[src/rtl/alu_issue_sched.sv]
// alu_issue_sched: round-robin issue arbiter with register scoreboard in front of the shared ALU
module alu_issue_sched #(
    parameter int NUM_REGS = 16,
    parameter int DATA_W   = 32,
    localparam int REG_W   = $clog2(NUM_REGS)
) (
    input  logic                        clk,
    input  logic                        arst,
    input  logic [1:0]                  req_valid_i,
    output logic [1:0]                  req_ready_o,
    input  logic [1:0][1:0]             req_opcode_i,
    input  logic [1:0]                  req_font_i,
    input  logic [1:0][REG_W-1:0]       req_src1_i,
    input  logic [1:0][REG_W-1:0]       req_src2_i,
    input  logic [1:0][REG_W-1:0]       req_dst_i,
    input  logic [1:0]                  req_wb_wr_i,
    input  logic [1:0][DATA_W-1:0]      req_imm_i,
    output logic                        iss_valid_o,
    output logic [1:0]                  iss_opcode_o,
    output logic                        iss_font_o,
    output logic [REG_W-1:0]            iss_src1_o,
    output logic [REG_W-1:0]            iss_src2_o,
    output logic [REG_W-1:0]            iss_dst_o,
    output logic                        iss_wb_wr_o,
    output logic [DATA_W-1:0]           iss_imm_o,
    output logic                        iss_id_o,
    input  logic                        wb_valid_i,
    input  logic [REG_W-1:0]            wb_reg_i,
    input  logic                        flush_i,
    output logic [NUM_REGS-1:0]         busy_o,
    output logic                        idle_o
);
    logic [NUM_REGS-1:0] busy_q, busy_d;
    logic [REG_W:0]      out_q, out_d;
    logic                last_q, last_d;
    logic                iss_valid_q, iss_valid_d;
    logic [1:0]          iss_opcode_q, iss_opcode_d;
    logic                iss_font_q, iss_font_d;
    logic [REG_W-1:0]    iss_src1_q, iss_src1_d;
    logic [REG_W-1:0]    iss_src2_q, iss_src2_d;
    logic [REG_W-1:0]    iss_dst_q, iss_dst_d;
    logic                iss_wb_wr_q, iss_wb_wr_d;
    logic [DATA_W-1:0]   iss_imm_q, iss_imm_d;
    logic                iss_id_q, iss_id_d;
    logic [1:0]          elig;
    logic                gnt, gnt_id, set_busy, wb_hit;

    // hazard check, round-robin grant and next-state of scoreboard and issue packet
    always_comb begin
        for (int i = 0; i < 2; i++) begin
            elig[i] = req_valid_i[i]
                && !(req_opcode_i[i] != 2'd0 && !req_font_i[i] && busy_q[req_src1_i[i]])
                && !(req_opcode_i[i] == 2'd2 && busy_q[req_src2_i[i]])
                && !(req_wb_wr_i[i] && busy_q[req_dst_i[i]]);
        end
        gnt = |elig && !flush_i && !arst;
        gnt_id = (elig[0] && elig[1]) ? ~last_q : elig[1];
        req_ready_o = gnt ? (gnt_id ? 2'b10 : 2'b01) : 2'b00;
        set_busy = gnt && req_wb_wr_i[gnt_id];
        wb_hit = wb_valid_i && busy_q[wb_reg_i];
        busy_d = busy_q;
        if (wb_valid_i) busy_d[wb_reg_i] = 1'b0;
        if (set_busy) busy_d[req_dst_i[gnt_id]] = 1'b1;
        out_d = out_q + (REG_W+1)'(set_busy) - (REG_W+1)'(wb_hit);
        if (flush_i) begin
            busy_d = '0;
            out_d = '0;
        end
        last_d = gnt ? gnt_id : last_q;
        iss_valid_d = gnt;
        iss_opcode_d = gnt ? req_opcode_i[gnt_id] : iss_opcode_q;
        iss_font_d = gnt ? req_font_i[gnt_id] : iss_font_q;
        iss_src1_d = gnt ? req_src1_i[gnt_id] : iss_src1_q;
        iss_src2_d = gnt ? req_src2_i[gnt_id] : iss_src2_q;
        iss_dst_d = gnt ? req_dst_i[gnt_id] : iss_dst_q;
        iss_wb_wr_d = gnt ? req_wb_wr_i[gnt_id] : iss_wb_wr_q;
        iss_imm_d = gnt ? req_imm_i[gnt_id] : iss_imm_q;
        iss_id_d = gnt ? gnt_id : iss_id_q;
    end

    // state registers; reset leaves requester 0 first in line
    always_ff @(posedge clk or posedge arst) begin
        if (arst) begin
            busy_q       <= '0;
            out_q        <= '0;
            last_q       <= 1'b1;
            iss_valid_q  <= 1'b0;
            iss_opcode_q <= '0;
            iss_font_q   <= 1'b0;
            iss_src1_q   <= '0;
            iss_src2_q   <= '0;
            iss_dst_q    <= '0;
            iss_wb_wr_q  <= 1'b0;
            iss_imm_q    <= '0;
            iss_id_q     <= 1'b0;
        end else begin
            busy_q       <= busy_d;
            out_q        <= out_d;
            last_q       <= last_d;
            iss_valid_q  <= iss_valid_d;
            iss_opcode_q <= iss_opcode_d;
            iss_font_q   <= iss_font_d;
            iss_src1_q   <= iss_src1_d;
            iss_src2_q   <= iss_src2_d;
            iss_dst_q    <= iss_dst_d;
            iss_wb_wr_q  <= iss_wb_wr_d;
            iss_imm_q    <= iss_imm_d;
            iss_id_q     <= iss_id_d;
        end
    end

    assign iss_valid_o  = iss_valid_q;
    assign iss_opcode_o = iss_opcode_q;
    assign iss_font_o   = iss_font_q;
    assign iss_src1_o   = iss_src1_q;
    assign iss_src2_o   = iss_src2_q;
    assign iss_dst_o    = iss_dst_q;
    assign iss_wb_wr_o  = iss_wb_wr_q;
    assign iss_imm_o    = iss_imm_q;
    assign iss_id_o     = iss_id_q;
    assign busy_o       = busy_q;
    assign idle_o       = (out_q == '0) && !iss_valid_q;
endmodule
[config.mk]
export PLATFORM = sky130hd
export DESIGN_NAME = alu_issue_sched
export DESIGN_NICKNAME = d
export VERILOG_FILES = /design/src/rtl/alu_issue_sched.sv
export SDC_FILE = /design/constraint.sdc
export NUM_CORES = 1
export LEC_CHECK = 0
export CAP_MARGIN = 25
export CELL_PAD_IN_SITES_DETAIL_PLACEMENT = 1
export CELL_PAD_IN_SITES_GLOBAL_PLACEMENT = 1
export CORE_MARGIN = 1.5
export CORE_UTILIZATION = 40
export DETAILED_ROUTE_END_ITERATION = 6
export DONT_BUFFER_PORTS = 1
export GPL_TIMING_DRIVEN = 0
export PLACE_DENSITY = 0.76
export SYNTH_ARGS = -nofsm -noshare
export SYNTH_HDL_FRONTEND = slang
export SYNTH_SLANG_ARGS = --single-unit
[constraint.sdc]
create_clock -name clk -period 9.3 [get_ports clk]
set_input_delay 1.86 -clock clk [delete_from_list [all_inputs] [get_ports clk]]
set_output_delay 1.86 -clock clk [all_outputs]
set_load 0.02 [all_outputs]
Word level (Yosys, flattened, before mapping)

Cells that the tools add are included.

Add/subtract/negate cells: 2
$lt $le $gt $ge: 11
Equal/unequal tests: 2
Muxes and demuxes: 39
Bitwise gates (word level): 4
Reduce and logical (&&, ||, !) cells: 37

Operator list:

| kind                 | count |
|---|---|
| $mux W32             | 2 |
| $mux W16             | 3 |
| $lt A4 B5 Y1 const B | 8 |
| $bmux W1 S4          | 7 |
| $mux W4              | 6 |
| $logic_and A1 B1 Y1  | 22 |
| $and A16 B16 Y16     | 1 |
| $not A16 Y16         | 1 |
| $or A16 B16 Y16      | 1 |
| $mux W1              | 14 |
| $logic_not A1 Y1     | 11 |
| $demux W1 S4         | 2 |
| $ge A4 B1 Y1 const B | 2 |
| $mux W2              | 4 |
| $add A5 B1 Y5        | 1 |
| $logic_not A5 Y1     | 1 |
| $mux W5              | 1 |
| $sub A5 B1 Y5        | 1 |
| $eq A2 B2 Y1 const B | 2 |
| $reduce_bool A2 Y1   | 2 |
| $lt A1 B2 Y1 const B | 1 |
| $reduce_or A2 Y1     | 1 |
| $not A1 Y1           | 1 |

Register bits after elaboration: 72
Input bits: 106
Output and inout bits: 69
Word-level logic and storage cells: 107

Logic depth before layout (Yosys ltp)

Depth in word-level cells: 18
Mapped depth: 19
Mapped depth without buffers: 17

Worst setup path after synthesis

OpenSTA, ideal clock, no wires.

Kind: input to output
From: input port req_src2_i[5] (netlist bit)
To: output port req_ready_o[1]
Arrival: 3.955 ns
Data required time: 7.440 ns
Setup slack: 3.485 ns
Stages on the path: 10
Path buffers: 3
Path through: buf_6 -> mux4_2 -> nand2b_1 -> o311ai_1 -> nand4_1 -> or3_4 -> a21oi_4 -> and2_1 -> buf_4 -> buf_2

Cells in the longest elaborated chain, start to end: 10
Elaborated cells between the ends (all ways): 13
Classes of those cells: 5 x mux; 8 x reduce/logical

RTL lines:

| item                                                           | line   | RTL |
|---|---|---|
| start, declared                                                | 14     | `input logic [1:0][REG_W-1:0] req_src2_i,` |
| $bmux W1 S4 (*)                                                | 53     | `&& !(req_opcode_i[i] == 2'd2 && busy_q[req_src2_i[i]])` |
| $mux W1 (not written as such) (*)                              | 53     |  |
| $logic_and A1 B1 Y1 (*)                                        | 53     |  |
| $logic_not A1 Y1 (*)                                           | 53     |  |
| $logic_and A1 B1 Y1 (*)                                        | 53     |  |
| $logic_and A1 B1 Y1 (*)                                        | 54     | `&& !(req_wb_wr_i[i] && busy_q[req_dst_i[i]]);` |
| $logic_and A1 B1 Y1 / $reduce_or A2 Y1 (equally long branches) | 57, 56 |  |
| $mux W1 / $logic_and A1 B1 Y1 (equally long branches)          | 57, 56 |  |
| $mux W2 / $logic_and A1 B1 Y1 (equally long branches)          | 58, 56 |  |
| $mux W2 (*)                                                    | 58     | `req_ready_o = gnt ? (gnt_id ? 2'b10 : 2'b01) : 2'b00;` |
| end, declared                                                  | 10     | `output logic [1:0] req_ready_o,` |

Mark *: on every way between the ends. The rest lies on a longest branch, timed or not. The select of a mux whose other input is x is not followed.

Worst setup path after layout

From: input port req_src2_i[1] (netlist bit)
To: output port req_ready_o[0]

Same word-level chain as after synthesis.

==> results.md <==
- Status: completed
- Die W: 111 um
- Gpl congestion: 0.886
- Final HPWL DP: 10900 um
- Die Y-Extent: 111 um
- Number of port buffers: 0
- Vias: 3716
- Maximum number of pins on one net before global-route repair: 73
- Synthesis-stage register bit count: 72
- Final global-route overflow total: 0
- Row count: 39
- Setup TNS Final: 0 ns
- Max cap viols: 0
- Area of the core: 11400 um^2
- Reg clk slew, reported paths: 0.06 ns
- Period utilization: 70.9%
- Clock Sinks: 72
- Asr flop ratio synth: 100%
- Syn-to-layout area delta: 10.9%
- Netlist cell types: 55
- Hold Fails Final Rpt: 0
- RSZ-0062 raised after global routing: no
- Synthesized cell area: 4630 um^2
- Die area: 12200 um^2
- Post-route minimum period: 6.60 ns
- H-tree level count: 3
- Synth Flop Type: dfrtp_1
- Critical path arrival: 4.74 ns
- Hold path start: last_q
- Routed WL: 14800 um
- DP Area: 4810 um^2
- Vias per inst: 6.59
- Layout fillers: 1216
- Top cell type's share of synthesized area: 38.4%
- CTS Hold Buffers Added: 0
- Pre-antenna DRT Iters: 4
- Startpoint Class: input port
- Worst setup startpoint: req_src2_i[1]
- Cell taking the most area after synthesis: dfrtp_1
- Commonest non-fill, non-tap cell in the layout: dfrtp_1
- Crit path kind: input port to primary output
- Share of post-route cells with drive strength above 1: 17.3%
- Final Skew: 0.00816 ns
- CP Capture Type: primary output
- CP Max Fanout: 10
- P per Cell Area: 201 nW/um^2
- Root Driver: clkbuf_16
- CTS resizes: 0
- DRC: 0
- Post-route ant nets: 0
- Initial antenna violation count: 0
- CTS Buffer Depth: 2
- Register area share after synthesis: 38.9%
- # IOs: 175
- Syn nets: 518
- Mean Syn Cell Area: 11.4 um^2
- Ys Warns: 0
- Avg WL per Cell: 26.2 um
- Nets@finish: 529
- Slew @ Worst Pin: 0.881 ns
- GRT Total Usage: 24.5%
- Peak Freq: 152 MHz
- Syn Inst Count: 405
- # Post-CTS Setup Buffers: 0
- Post-route cell area: 5130 um^2
- Commonest cells after routing, fill and taps aside: dfrtp_1 (71), and2_1 (46), a221o_1 (42)
- Max_slew headroom: 41.3%
- DR iter-0 viols: 285
- Worst skew pair latency: 0.34 ns
- Initial Util: 40.7%
- Setup violators final: 0
- Max Slew Vio Count: 0
- WP data required: 7.44 ns
- Static leakage: 2.15 nW
- Largest cells by area after synthesis: dfrtp_1 (38%), a221o_1 (9.1%), mux4_2 (7.8%)
- Vias in the first global route: 4021
- Number of synthesized flops with an enable pin: 0
- First-pass GRT wire length: 23300 um
- Hold Crit Class: flip-flop to flip-flop
- ANT cells: 0
- FF-to-FF Start: busy_o[2]
- TritonCTS clock tree: built
- Peak supply drop: 0.120 mV
- Num CTS Buffers: 9
==> cell usage after synthesis (8+ instances only) <==
cell,n
dfrtp_1,71
and2_1,46
a221o_1,42
nor2b_1,8
nand2_1,13
inv_1,16
nor2_1,16
mux4_2,16
buf_2,10
o41ai_1,12
nand3b_1,8
o211ai_1,10
mux2i_1,27
==> final cells by class <==
cell class | instances | area, um^2 | area share, %
sequential | 72 | 1800 | 35.1
clock inverter | 7 | 96.3 | 1.88
buffer | 30 | 224 | 4.36
multi-input combinational | 287 | 2540 | 49.5
clock buffer | 9 | 225 | 4.39
tap | 143 | 179 | 3.49
inverter | 16 | 62.6 | 1.22
==> power by group <==
group	internal (mW)	switching [mW]	total (mW)
sequential	0.370	0.111	0.481
combinational	0.0891	0.0863	0.175
clock	0.235	0.139	0.373
total	0.694	0.336	1.03
==> state kept, by name (all words and copies together) (netlist names) <==
register / count
iss_opcode_o: 2
iss_src2_o: 4
iss_id_o: 1
out_q: 5
iss_imm_o: 32
iss_valid_o: 1
iss_wb_wr_o: 1
iss_src1_o: 4
last_q: 1
iss_dst_o: 4
iss_font_o: 1
busy_o: 16
==> metrics by stage <==
step                setup WS (ns)  instances  hold WS, ns  power (mW)  util (%)
finish                       2.70        564        0.543        1.03      45.1
global route                 2.57        564        0.560        1.07      45.1
CTS                          2.71        564        0.544        1.04      45.1
floorplan                    3.48        405        0.520       0.612         -
global placement             2.81        548        0.530       0.651      42.3
detailed placement           2.81        548        0.532       0.662      42.3
==> final timing paths <==
path,slack (ns),to,cells after the start
min in group asynchronous,1.60,iss_imm_o[4],1
max in group asynchronous,7.15,iss_src1_o[2],1
setup reg to reg,4.84,out_q[4],17
hold reg to reg,0.54,last_q,1
hold / removal,0.54,last_q,1
setup / recovery,2.70,req_ready_o[0],10
==> critical path, stage by stage <==
cell and delay [ns]:
buf_2 0.19, mux4_2 0.53, inv_1 0.08, a2111oi_0 0.11, nor4_1 0.52, and4_2 0.39, o21ai_0 0.10, buf_2 0.23
nor2_2 0.37, buf_2 0.36
==> routing by layer <==
layer	GRT usage, %	wire, um	up-vias
met5	0	0	-
li1	-	-	1620
met1	29.0	5800	1881
met4	12.5	452	0
met2	40.4	7200	186
met3	7.14	1330	29
==> cell families after synthesis <==
logic type                 share of synthesized area (%)
AOI/OAI and AO/OA                                   20.8
adders and majority gates                           2.05
muxes                                               16.3
DFF                                                 38.9
buffers and inverters                               6.14
xor gates and xnor gates                           0.568
and+or+nand+nor                                     15.2
No activity file was read; power rests on OpenSTA's default activity.
